===== src/rtl/lc3_pipe_controller.sv =====
// Central sequencer for the LC3 five-stage pipeline: stage enables, memory-access FSM,
// branch squash and execute bypass selects. Optional stall counter: LC3_CTRL_STALL_STATS_EN.
module lc3_pipe_controller #(
  parameter int FILL_DEPTH  = 3,
  parameter int STALL_CNT_W = 16
) (
  input  logic        clock,
  input  logic        reset,
  input  logic        complete_data,
  input  logic        complete_instr,
  input  logic [15:0] IR,
  input  logic [15:0] IR_Exec,
  input  logic [15:0] Imem_dout,
  input  logic [2:0]  psr,
  output logic        enable_updatePC,
  output logic        enable_fetch,
  output logic        enable_decode,
  output logic        enable_execute,
  output logic        enable_writeback,
  output logic        br_taken,
  output logic        bypass_alu_1,
  output logic        bypass_alu_2,
  output logic        bypass_mem_1,
  output logic        bypass_mem_2,
  output logic [1:0]  mem_state
`ifdef LC3_CTRL_STALL_STATS_EN
  ,
  output logic [STALL_CNT_W-1:0] stall_count
`endif
);

  localparam int FW = $clog2(FILL_DEPTH + 1);

  typedef enum logic [1:0] {
    MEM_READ     = 2'd0,
    MEM_READ_IND = 2'd1,
    MEM_WRITE    = 2'd2,
    MEM_IDLE     = 2'd3
  } mem_state_e;

  mem_state_e    mem_q, mem_d;
  logic          ind_st_q, ind_st_d;
  logic          post_q, post_d;
  logic          post_ld_q, post_ld_d;
  logic [FW-1:0] fill_q, fill_d;
  logic          wb_base_q;
  logic [1:0]    sq_q, sq_d;

  logic [3:0] op_ex, op_id;
  logic       idle;
  logic       ex_alu, id_alu, ex_ld, src1_hit, src2_hit, running;
  logic       unused_bits;

  assign op_ex       = IR_Exec[15:12];
  assign op_id       = IR[15:12];
  assign unused_bits = ^{IR[4:3], IR_Exec[8:0], Imem_dout};

  always_ff @(posedge clock) begin
    if (reset) begin
      mem_q     <= MEM_IDLE;
      ind_st_q  <= 1'b0;
      post_q    <= 1'b0;
      post_ld_q <= 1'b0;
      fill_q    <= '0;
      wb_base_q <= 1'b0;
      sq_q      <= '0;
    end else begin
      mem_q     <= mem_d;
      ind_st_q  <= ind_st_d;
      post_q    <= post_d;
      post_ld_q <= post_ld_d;
      fill_q    <= fill_d;
      // writeback follows execute by one cycle once the fill counter saturates
      wb_base_q <= wb_base_q | (fill_q == FW'(FILL_DEPTH));
      sq_q      <= sq_d;
    end
  end

  always_comb begin
    mem_d     = mem_q;
    ind_st_d  = ind_st_q;
    post_d    = 1'b0;
    post_ld_d = 1'b0;
    fill_d    = (fill_q == FW'(FILL_DEPTH)) ? fill_q : fill_q + FW'(1);
    sq_d      = br_taken ? 2'd3 : ((sq_q != 2'd0) ? sq_q - 2'd1 : 2'd0);
    case (mem_q)
      MEM_IDLE: begin
        if (enable_execute) begin
          case (op_ex)
            4'b0010, 4'b0110: mem_d = MEM_READ;
            4'b1010: begin mem_d = MEM_READ_IND; ind_st_d = 1'b0; end
            4'b1011: begin mem_d = MEM_READ_IND; ind_st_d = 1'b1; end
            4'b0011, 4'b0111: mem_d = MEM_WRITE;
            default: mem_d = MEM_IDLE;
          endcase
        end
      end
      MEM_READ_IND: begin
        if (complete_data) mem_d = ind_st_q ? MEM_WRITE : MEM_READ;
      end
      default: begin
        if (complete_data) begin
          mem_d     = MEM_IDLE;
          post_d    = 1'b1;
          post_ld_d = (mem_q == MEM_READ);
        end
      end
    endcase
  end

  always_comb begin
    idle      = (mem_q == MEM_IDLE);
    running   = (fill_q != '0);
    mem_state = mem_q;

    enable_updatePC  = running & idle & complete_instr;
    enable_fetch     = running & idle & complete_instr;
    enable_decode    = (fill_q >= FW'(FILL_DEPTH - 1)) & idle & complete_instr & (sq_q != 2'd3);
    enable_execute   = (fill_q >= FW'(FILL_DEPTH)) & idle & complete_instr & ~sq_q[1];
    enable_writeback = idle & (post_q ? post_ld_q : (wb_base_q & (sq_q == 2'd0)));

    br_taken = enable_execute &
               (((op_ex == 4'b0000) & (|(IR_Exec[11:9] & psr))) | (op_ex == 4'b1100));

    ex_alu   = op_ex inside {4'b0001, 4'b0101, 4'b1001, 4'b1110};
    id_alu   = op_id inside {4'b0001, 4'b0101, 4'b1001, 4'b1110};
    ex_ld    = op_ex inside {4'b0010, 4'b0110, 4'b1010};
    src1_hit = running & id_alu & (IR[8:6] == IR_Exec[11:9]);
    src2_hit = src1_hit & (op_id inside {4'b0001, 4'b0101}) & ~IR[5] &
               (IR[2:0] == IR_Exec[11:9]);

    bypass_alu_1 = ex_alu & src1_hit;
    bypass_alu_2 = ex_alu & src2_hit;
    bypass_mem_1 = idle & ex_ld & src1_hit;
    bypass_mem_2 = idle & ex_ld & src2_hit;
  end

`ifdef LC3_CTRL_STALL_STATS_EN
  logic [STALL_CNT_W-1:0] stall_q;

  always_ff @(posedge clock) begin
    if (reset) begin
      stall_q <= '0;
    end else if ((!idle || !complete_instr) && (stall_q != '1)) begin
      stall_q <= stall_q + STALL_CNT_W'(1);
    end
  end

  assign stall_count = stall_q;
`endif

endmodule


===== config.mk =====
export PLATFORM = sky130hd
export DESIGN_NAME = lc3_pipe_controller
export DESIGN_NICKNAME = d
export VERILOG_FILES = /design/src/rtl/lc3_pipe_controller.sv
export SDC_FILE = /design/constraint.sdc
export NUM_CORES = 1
export LEC_CHECK = 0
export CELL_PAD_IN_SITES_DETAIL_PLACEMENT = 1
export CELL_PAD_IN_SITES_GLOBAL_PLACEMENT = 1
export CORE_MARGIN = 1
export CORE_UTILIZATION = 19
export CTS_CLUSTER_SIZE = 12
export DETAILED_ROUTE_END_ITERATION = 16
export PLACE_DENSITY = 0.87
export SLEW_MARGIN = 10
export SYNTH_ARGS = -nofsm -noshare
export SYNTH_HDL_FRONTEND = slang
export SYNTH_SLANG_ARGS = --single-unit
export TNS_END_PERCENT = 100

===== constraint.sdc =====
create_clock -name clock -period 2.15 [get_ports clock]
set_input_delay 0.43 -clock clock [delete_from_list [all_inputs] [get_ports clock]]
set_output_delay 0.43 -clock clock [all_outputs]
set_load 0.05 [all_outputs]

==> key figures <==
Run status
  – Failing checks: negative setup slack
  – Status: finished with violations

Worst hold path
  – HP Class: register to register

Global route
  – Largest net degree at the start of global routing: 11
  – All-Layer GR Usage: 15.0%
  – Initial antenna violation count: 0
  – First-pass GRT wire length: 4680 microns
  – Vias in the first global route: 1005
  – Overflow left after global routing: 0

Power
  – Leakage: 0.675 nW
  – P per Cell Area: 512 mW/mm^2
  – Power, Total: 0.764 mW
  – Worst vdd ir: 256 uV

STA
  – F_max: 457 MHz
  – Rel. slew slack: 66.7%
  – Worst Tran Pin Value: 497 ps
  – Final hold violation count: 0
  – Finish-stage setup viols: 3
  – Min cycle time layout: 2190 ps
  – Final Slew Violations: 0
  – Period utilisation layout: 102%
  – RSZ-0062 raised after global routing: true
  – Final worst slack: -36.2 ps
  – Setup Skew: 1.46 ps

Flow run
  – Max-cap viol count: 0

Floorplanning
  – Chip height: 62.9 microns
  – Die area: 0.00396 sq mm
  – Initial Util: 20.5%
  – Cell Rows: 21
  – Core ar.: 0.00344 sq mm
  – Io pins: 67
  – Die width: 62.9 microns

Final layout
  – Area growth from synthesis to layout: 112%
  – Leading cell type in the layout, fill and taps excluded: buf_4
  – Final #Nets: 199
  – Finished Layout Cells: 185
  – Fillers: 403
  – Storage cell area: 205 sq um
  – Commonest cells after routing, fill and taps aside: buf_4 (18), buf_12 (10), dlymetal6s2s_1 (8), clkdlybuf4s50_1 (8), nor2_1 (7)
  – Antenna Cells: 0
  – Share of cells above drive strength 1: 43.9%
  – Multi-input gate area: 568 sq um
  – Fin util: 43.3%
  – Finished Cell Area: 0.00149 sq mm

Routing
  – Post-DRT Antenna Nets: 0
  – WL/cell: 16.1 microns
  – Via count: 856
  – Initial DRT Pass Iterations: 2
  – DR DRC count: 0
  – Final wirelength: 2980 microns
  – Vias/cell: 4.63
  – Iter 0 DRT Violations: 7

Place
  – GP Congestion: 0.717
  – HPWL Detailed: 2070 microns
  – DP Cell Count: 176
  – Placed inst area: 0.00136 sq mm
  – Port Buf Inserts: 36

CTS
  – CTS max path bufs: 2
  – Post-cts hold buffer count: 0
  – H-tree depth: 1
  – Num CTS Buffers: 3
  – Clock latency on the worst-skew pair: 240 ps
  – Clk slew on worst S/H paths: 40 ps
  – Root buf cell: clkbuf_8
  – Sink Count: 10
  – TritonCTS clock tree: built

Synth
  – Post-synthesis average cell area: 8.39 sq um
  – FF+latch count, synth: 10
  – Post-synthesis cell area: 704 sq um
  – Syn Inst Count: 84
  – Yosys top cell area share: 28.4%
  – Number of synthesis warnings: 0
  – Syn_nets: 142
  – Post-synth cell types: 34
  – Area leader, netlist: dfxtp_1
  – Ranking of synthesized cells by area: dfxtp_1 (28%), ha_1 (5.3%), xnor2_1 (5.0%), xor2_1 (5.0%), nor2_1 (4.8%)
  – Seq/Total Area, Yosys: 28.4%

Critical path
  – Crit Path Max Fanout: 4
  – Crit-path cells: buf_2 -> xor2_1 -> or4_4 -> buf_6 -> nor4_4 -> buf_12
  – Critical-path top delay cell: or4_4
  – Kind of critical path: input pin to output port
  – Crit. End Element: output port
  – Worst path required time: 1720 ps
  – CP Data Arrival Time: 1760 ps
  – Max stage delay on crit path: 570 ps
  – Startpoint types: input pin
-- cells by family (layout without fill, tap and decap cells) --
logic type	Yosys count	in the layout	synth area share, %
AOI/OAI and AO/OA	18	18	17.6
and+or+nand+nor	34	34	31.4
DFF	10	10	28.4
xor gates and xnor gates	8	8	9.95
muxes	1	1	1.42
buffers and inverters	10	65	5.86
adders and majority gates	3	3	5.33
-- where the power goes --
part	total [mW]	internal (mW)	switching (mW)
logic	0.364	0.181	0.183
registers	0.210	0.200	0.00941
clock network	0.191	0.122	0.0686
total	0.764	0.503	0.261
-- critical path, delay by kind of cell --
family / cells / cell delay [ps]
simple gates: 2 / 740
buf+inv: 3 / 440
xor+xnor: 1 / 150
-- per-stage QoR --
stage          TNS, ps  setup slack, ps  hold slack [ps]
5_1_grt           -270            -87.1              509
3_3_place_gp     -1350             -352              442
4_1_cts           -669             -260              477
6_report         -63.8            -36.2              470
3_5_place_dp     -1470             -369              473
2_1_floorplan     -127             -127              427
-- final cells by class --
| type | count | area share (%) |
|---|---|---|
| timing repair buffer | 55 | 39.8 |
| multi-input combinational | 64 | 38.1 |
| sequential | 10 | 13.8 |
| tap | 46 | 3.86 |
| clock buffer | 3 | 2.77 |
| inverter | 7 | 1.76 |
-- Yosys cell counts --
cell and n:
dfxtp_1 10, nor2_1 9, inv_1 7, a21oi_1 6
nor2b_1 5, xnor2_1 4, xor2_1 4, ha_1 3
nand4_1 3, o21ai_0 3, and4b_1 2, clkbuf_1 2
nand2_1 2, nor3_1 2, nor4_2 2, nor4b_1 2
a211oi_1 1, a22o_1 1, a22o_2 1, a2bb2oi_1 1
and2_1 1, buf_4 1, mux2i_1 1, nand3_1 1
nand3b_1 1, nand4b_1 1, nand4bb_1 1, nor3b_1 1
o2111ai_1 1, o211ai_1 1, o32a_1 1, o32ai_1 1
o41ai_1 1, or4_4 1
-- timing repair --
item	in CTS	in global routing
pin swaps	9	12
resized for setup	26	23
setup buffers	5	1
setup endpoints to repair	5	6
gates cloned	0	0
-- worst paths after layout --
kind,from,depth (start not counted),slack (ps),end
setup reg to reg,fill_q[0],5,580,mem_state[0]
hold reg to reg,wb_base_q,2,470,wb_base_q
setup / recovery,IR_Exec[11],6,-40,bypass_alu_2
hold / removal,wb_base_q,2,470,wb_base_q
-- state kept, by name, summed over array words and instances, names as in the netlist --
name,flops
post_q,1
mem_state,2
post_ld_q,1
sq_q,2
ind_st_q,1
wb_base_q,1
fill_q,2
-- layer usage --
| layer | GRT usage [%] | vias up | share of wire (%) |
|---|---|---|---|
| li1 | - | 414 | - |
| met1 | 15.9 | 397 | 36 |
| met2 | 27.3 | 38 | 55 |
| met3 | 3.10 | 7 | 6.5 |
| met4 | 7.85 | 0 | 2.4 |
| met5 | 0 | - | 0 |
(Power assumes the default switching activity.)
